[src/rtl/reg_writeback_queue_pkg.sv]
// ---------------------------------------------------------------------------
// reg_writeback_queue_pkg
//   Types and constants shared by the write-back queue, the register file
//   and the hazard logic.
//   DATA_W     : register data width
//   ADDR_W     : register index width
//   wb_entry_t : one pending register write {rd, data}
//   is_live_reg: true for any index other than r0, which is hard-wired zero
// ---------------------------------------------------------------------------
package reg_writeback_queue_pkg;

    localparam int DATA_W = 32;
    localparam int ADDR_W = 5;

    typedef struct packed {
        logic [ADDR_W-1:0] rd;
        logic [DATA_W-1:0] data;
    } wb_entry_t;

    function automatic logic is_live_reg(input logic [ADDR_W-1:0] r);
        return r != '0;
    endfunction

endpackage

[src/rtl/reg_writeback_queue_match.sv]
// ---------------------------------------------------------------------------
// wbq_match
//   Youngest-match search over the write-back queue storage.
//   ent_reg/ent_data : queue storage, indexed by physical slot
//   ent_valid        : per-slot occupied mask
//   head             : slot of the oldest entry
//   query            : register index to look up (index 0 never hits)
//   hit / data       : a pending write exists / newest pending data (0 on miss)
// ---------------------------------------------------------------------------
module wbq_match #(
    parameter  int DEPTH  = 4,
    parameter  int DATA_W = 32,
    parameter  int ADDR_W = 5,
    localparam int PTR_W  = $clog2(DEPTH)
) (
    input  logic [ADDR_W-1:0] ent_reg  [DEPTH],
    input  logic [DATA_W-1:0] ent_data [DEPTH],
    input  logic [DEPTH-1:0]  ent_valid,
    input  logic [PTR_W-1:0]  head,
    input  logic [ADDR_W-1:0] query,
    output logic              hit,
    output logic [DATA_W-1:0] data
);

    logic [PTR_W-1:0] idx;

    // Walk slots from oldest to youngest; later matches overwrite earlier
    // ones, so the result is the entry closest to the tail.
    always_comb begin
        hit  = 1'b0;
        data = '0;
        idx  = '0;
        for (int k = 0; k < DEPTH; k++) begin
            idx = head + PTR_W'(k);
            if (ent_valid[idx] && (query != '0) && (ent_reg[idx] == query)) begin
                hit  = 1'b1;
                data = ent_data[idx];
            end
        end
    end

endmodule

[src/rtl/reg_writeback_queue.sv]
// ---------------------------------------------------------------------------
// reg_writeback_queue
//   In-order buffer in front of the register file's single write port.
//   Loads (mem) and ALU results (alu) enqueue over valid/ready; the head
//   entry drains one per cycle onto RegWrite/WriteReg/WriteData.
//
//   clock, reset_n          : clock, asynchronous active-low reset
//   alu_valid/ready/reg/data: ALU write-request channel
//   mem_valid/ready/reg/data: load write-request channel (priority over alu)
//   wb_hold                 : stalls draining while high
//   RegWrite/WriteReg/WriteData : register file write port (head entry)
//   q_reg1/2 -> q_hit1/2, q_data1/2 : pending-write lookups for decode
//   count                   : occupied entries
//
//   Handshake: a request transfers on the rising edge where valid && ready.
//   Ready is a function of registered occupancy only (a same-cycle drain
//   does not open a slot), except that alu_ready is also masked by
//   mem_valid so that at most one enqueue happens per cycle. Requests to
//   r0 complete the handshake and are dropped.
// ---------------------------------------------------------------------------
module reg_writeback_queue #(
    parameter  int DEPTH  = 4,
    parameter  int DATA_W = reg_writeback_queue_pkg::DATA_W,
    parameter  int ADDR_W = reg_writeback_queue_pkg::ADDR_W,
    localparam int PTR_W  = $clog2(DEPTH),
    localparam int CNT_W  = $clog2(DEPTH) + 1
) (
    input  logic              clock,
    input  logic              reset_n,
    input  logic              alu_valid,
    output logic              alu_ready,
    input  logic [ADDR_W-1:0] alu_reg,
    input  logic [DATA_W-1:0] alu_data,
    input  logic              mem_valid,
    output logic              mem_ready,
    input  logic [ADDR_W-1:0] mem_reg,
    input  logic [DATA_W-1:0] mem_data,
    input  logic              wb_hold,
    output logic              RegWrite,
    output logic [ADDR_W-1:0] WriteReg,
    output logic [DATA_W-1:0] WriteData,
    input  logic [ADDR_W-1:0] q_reg1,
    input  logic [ADDR_W-1:0] q_reg2,
    output logic              q_hit1,
    output logic              q_hit2,
    output logic [DATA_W-1:0] q_data1,
    output logic [DATA_W-1:0] q_data2,
    output logic [CNT_W-1:0]  count
);

    import reg_writeback_queue_pkg::*;

    logic [ADDR_W-1:0] ent_reg  [DEPTH];
    logic [DATA_W-1:0] ent_data [DEPTH];
    logic [DEPTH-1:0]  ent_valid;
    logic [PTR_W-1:0]  head;
    logic [PTR_W-1:0]  tail;
    logic [PTR_W-1:0]  off;

    logic              not_full;
    logic              empty;
    logic              mem_fire;
    logic              alu_fire;
    logic              enq;
    logic              pop;
    logic [ADDR_W-1:0] enq_reg;
    logic [DATA_W-1:0] enq_data;

    assign not_full  = (count < CNT_W'(DEPTH));
    assign empty     = (count == '0);
    assign mem_ready = not_full;
    assign alu_ready = not_full && !mem_valid;

    assign mem_fire  = mem_valid && mem_ready;
    assign alu_fire  = alu_valid && alu_ready;

    // alu_fire implies !mem_valid, so the two never fire together.
    assign enq_reg   = mem_fire ? mem_reg  : alu_reg;
    assign enq_data  = mem_fire ? mem_data : alu_data;
    assign enq       = (mem_fire || alu_fire) && is_live_reg(enq_reg);

    assign RegWrite  = !empty && !wb_hold;
    assign pop       = RegWrite;
    assign WriteReg  = empty ? '0 : ent_reg[head];
    assign WriteData = empty ? '0 : ent_data[head];

    // A slot is occupied when its distance from head is below count.
    always_comb begin
        ent_valid = '0;
        off       = '0;
        for (int i = 0; i < DEPTH; i++) begin
            off          = PTR_W'(i) - head;
            ent_valid[i] = (CNT_W'(off) < count);
        end
    end

    always_ff @(posedge clock or negedge reset_n) begin
        if (!reset_n) begin
            head  <= '0;
            tail  <= '0;
            count <= '0;
            for (int i = 0; i < DEPTH; i++) begin
                ent_reg[i]  <= '0;
                ent_data[i] <= '0;
            end
        end else begin
            if (enq) begin
                ent_reg[tail]  <= enq_reg;
                ent_data[tail] <= enq_data;
                tail           <= tail + 1'b1;
            end
            if (pop) begin
                head <= head + 1'b1;
            end
            count <= count + CNT_W'(enq) - CNT_W'(pop);
        end
    end

    wbq_match #(.DEPTH(DEPTH), .DATA_W(DATA_W), .ADDR_W(ADDR_W)) u_match1 (
        .ent_reg   (ent_reg),
        .ent_data  (ent_data),
        .ent_valid (ent_valid),
        .head      (head),
        .query     (q_reg1),
        .hit       (q_hit1),
        .data      (q_data1)
    );

    wbq_match #(.DEPTH(DEPTH), .DATA_W(DATA_W), .ADDR_W(ADDR_W)) u_match2 (
        .ent_reg   (ent_reg),
        .ent_data  (ent_data),
        .ent_valid (ent_valid),
        .head      (head),
        .query     (q_reg2),
        .hit       (q_hit2),
        .data      (q_data2)
    );

endmodule
[config.mk]
export PLATFORM = sky130hd
export DESIGN_NAME = reg_writeback_queue
export DESIGN_NICKNAME = d
export VERILOG_FILES = /design/src/rtl/reg_writeback_queue_pkg.sv /design/src/rtl/reg_writeback_queue_match.sv /design/src/rtl/reg_writeback_queue.sv
export SDC_FILE = /design/constraint.sdc
export NUM_CORES = 1
export LEC_CHECK = 0
export BUFFER_PORTS_ARGS = -buffer_cell sky130_fd_sc_hd__buf_2
export CORE_MARGIN = 2
export CORE_UTILIZATION = 59
export DETAILED_ROUTE_END_ITERATION = 7
export PLACE_DENSITY_LB_ADDON = 0.1
export SLEW_MARGIN = 20
export SYNTH_ARGS = -nofsm -noshare
export SYNTH_HDL_FRONTEND = slang
export SYNTH_SLANG_ARGS = --single-unit
[constraint.sdc]
create_clock -name clock -period 5.15 [get_ports clock]
set_clock_uncertainty 0.2 [all_clocks]
set_input_delay 0.7725 -clock clock [delete_from_list [all_inputs] [get_ports clock]]
set_output_delay 0.7725 -clock clock [all_outputs]
set_load 0.02 [all_outputs]
==> summary.md <==
| Metric | Value |
|---|---|
| Post-synthesis mux area share | 27.8% |
| Main combinational cell family by area after synthesis | multiplexers |
| Post-CTS Setup Bufs | 0 |
| I/O Pins | 198 |
| Via Count | 12578 |
| Hold_ws | 0.0998 ns |
| Place WS | 0.535 ns |
| Routability cong. | 0.918 |
| Total global routing overflow | 0 |
| Area growth, synth to finish | 13.0% |
| Hold bufs inserted after CTS | 0 |
| WS Path Type | flip-flop to output port |
| Setup TNS | 0 ns |
| CTS tree | yes |
| Clk pin slew, worst setup/hold paths | roughly 0.070 ns |
| Cell count after synthesis | roughly 1400 |
| DR vias/cell | 6.82 |
| Final hold violation count | 0 |
| MaxCap Viol Count | 0 |
| Fin crit period | 4.99 ns |
| Die Area | 0.0237 mm2 |
| Static Leak | 6.39 nW |
| Cell Area, Synth | between 0.01 and 0.015 mm2 |
| Number of flip-flops in the largest register | 128 |
| Flops & latches, synth | 155 |
| Post-synth ARST share | 100% |
| Initial Util | 60.4% |
| Tcrit/Tclk final | a little over nine tenths |
| Post-Route WL | 41300 um |
| Final setup vio count | 0 |
| Number of flops mapped to enable cells by yosys | 0 |
| Worst r2r path cells | 11 |
| DR WL/cell | 22.4 um |
| Core Box Area | 0.0220 mm2 |
| Initial DRC count | 1363 |
| Worst vdd ir | 0.000685 V |
| Hold Path Class | input port to asynchronous set/reset pin |
| Die width | 154 um |
| Reg-to-Reg End | count[2] |
| Most frequent cells in the layout | 196 x buf_2, 190 x nand2_1, 188 x o21ai_0 |
| R2R Setup Slk | 1.14 ns |
| Synth unique cells | 58 |
| Slew Limit Fails | 0 |
| RSZ-0062 raised after global routing | no |
| Setup ws final | ~0.16 ns |
| Crit path capture type | output port |
| Max H-tree Level | 4 |
| Post-Synth Adder-Cell Area | 1.09% |
| Drt drc | 0 |
| Synth Area in Simple Gates | between 10% and 20% |
| Clock sink total | about 160 |
| Maximum clock rate | between 0.2 and 0.25 GHz |
| Pwr Total | 0.0122 W |
| Nets | 1652 |
| Synth warnings | 0 |
| Run status | complete, no violations |
| Setup crit start kind | flip-flop |
| Antenna violation net count after detailed routing | 0 |
| DP HPWL | 26300 um |
| Commonest non-fill, non-tap cell in the layout | buf_2 |
| Initial antenna violation count | 0 |
| Avg Inst Size Synth | 9.15 um2 |
| FP Rows | 54 |
| Clock Tree Buf Depth | 2 |
| I/O Buffers | 197 |
| Xor/xnor share of the synthesized area | 2.97% |
| Vias in the first global route | 12048 |
| Primary FF master, synth | dfrtp_1 |
| Worst-Margin Slew | 1.04 ns |
| First-pass GRT wire length | between 60000 and 70000 um |
| CTS buffer count | 17 |
| Global router's overall resource usage | 35.0% |
| Crit-path max FO | 33 |
| Synthesized Nets | 1549 |
| Pwr Density | a little over 800 mW/mm2 |
| Largest net degree at the start of global routing | 99 |
| # fillers | 1752 |
| Rel. slew slack | 30.6% |
| Antenna cells | 0 |
| Synth Area in Compound Gates | 14.7% |
| Share of cells above drive strength 1 | 28.1% |
| Post-synthesis sequential area ratio | 29.3% |
| Crit Reg-Reg Startpoint | count[2] |
| Placed cell areas | around 0.014 mm2 |
| Clock Latency Late Sink | 0.43 ns |
| CP Data Required Time | 4.18 ns |
| DRT Pass-1 Iters | 5 |
| Critical Path AT | 4.02 ns |
| Root Driver | clkbuf_16 |
| Die Span Y | 154 um |
| Cell area after layout | 0.0150 mm2 |
cells by family (layout without fill, tap and decap cells):
group | Yosys count | in the layout
AOI/OAI and AO/OA | 313 | 313
DFF | 155 | 155
muxes | 263 | 263
xor gates and xnor gates | 45 | 45
adders and majority gates | 11 | 11
and+or+nand+nor | 496 | 496
buffers and inverters | 166 | 282
synth_stat cells (3+ instances only):
library cell	instances	share of area (%)
nor2b_1	7	0.33
xnor2_1	35	2.3
nand2_1	191	5.4
nor4_1	36	1.7
buf_1	18	0.51
nor4_2	30	2.8
a21oi_1	33	1.2
a221oi_1	25	1.7
nand3_1	65	2.5
o221ai_1	32	2.1
nand2b_1	6	0.28
nor4b_1	3	0.20
inv_1	10	0.28
clkbuf_1	95	2.7
xor2_1	10	0.66
buf_2	26	0.98
mux4_1	3	0.59
a221oi_2	7	0.79
mux2i_1	147	11
o21ai_0	188	7.1
mux4_2	77	13
ha_1	10	0.94
mux2_2	36	3.1
dfrtp_1	155	29
o211ai_1	4	0.23
nor2_1	107	3.0
buf_6	5	0.42
and2_1	4	0.19
nor3_1	40	1.5
buf_4	9	0.51
stage by stage:
| step | util, % | instances |
|---|---|---|
| after floorplan | - | 1449 |
| after global placement | 65.4 | 1813 |
| after detailed placement | 65.4 | 1813 |
| after CTS | 68.1 | 1845 |
| after global routing | 68.2 | 1845 |
| final | 68.2 | 1845 |
per-layer routing:
| layer | share of wire, % | vias to the layer above | wire, um | GRT usage [%] |
|---|---|---|---|---|
| met1 | 41 | 6059 | 16700 | 47.9 |
| met4 | 2.9 | 0 | 1200 | 12.6 |
| met2 | 46 | 785 | 19100 | 55.6 |
| met3 | 10 | 120 | 4190 | 7.30 |
| li1 | - | 5614 | - | - |
| met5 | 0 | - | 0 | 0 |
power breakdown:
part	total (W)	switching, W	leakage (nW)	internal [W]
Combinational	0.00837	0.00528	4.16	0.00309
Sequential	0.00247	0.000678	1.94	0.00179
Clock	0.00132	0.000581	0.289	0.000739
worst max-delay path: stages, from the launching register on:
cell and delay (ns):
dfrtp_4 0.62, xnor2_1 0.23, inv_1 0.06, ha_1 0.28, o21ai_0 0.19, o21a_1 0.19, o22ai_1 0.16, or4_2 0.73
o21a_4 0.33, a221oi_1 0.51, buf_2 0.25
how the worst max path moves through the flow:
stage	slack, ns	to	startpoint	depth (start not counted)
floorplan	0.14	q_data1[0]	head[0]	16
global placement	0.69	q_data2[30]	head[0]	8
detailed placement	0.53	q_data2[30]	head[0]	8
CTS	0.05	q_data2[30]	head[0]	8
global route	0.04	q_data2[30]	head[0]	10
finish	0.16	q_data2[30]	head[0]	10
what timing repair did:
action,in CTS,in global routing
endpoints found under the setup margin,0,30
gates resized for setup,0,4
hold endpoints to repair,0,0
layout make-up:
| type | instances | area, um2 | share of cell area [%] |
|---|---|---|---|
| Multi-Input combinational cell | 1128 | 8750 | 58.4 |
| Sequential cell | 155 | 3890 | 26.0 |
| Inverter | 11 | 41.3 | 0.276 |
| Timing Repair Buffer | 239 | 1350 | 9.01 |
| Clock buffer | 18 | 439 | 2.93 |
| Clock inverter | 14 | 159 | 1.06 |
| Tap cell | 280 | 350 | 2.34 |
Power figures use the tool's default switching activity.
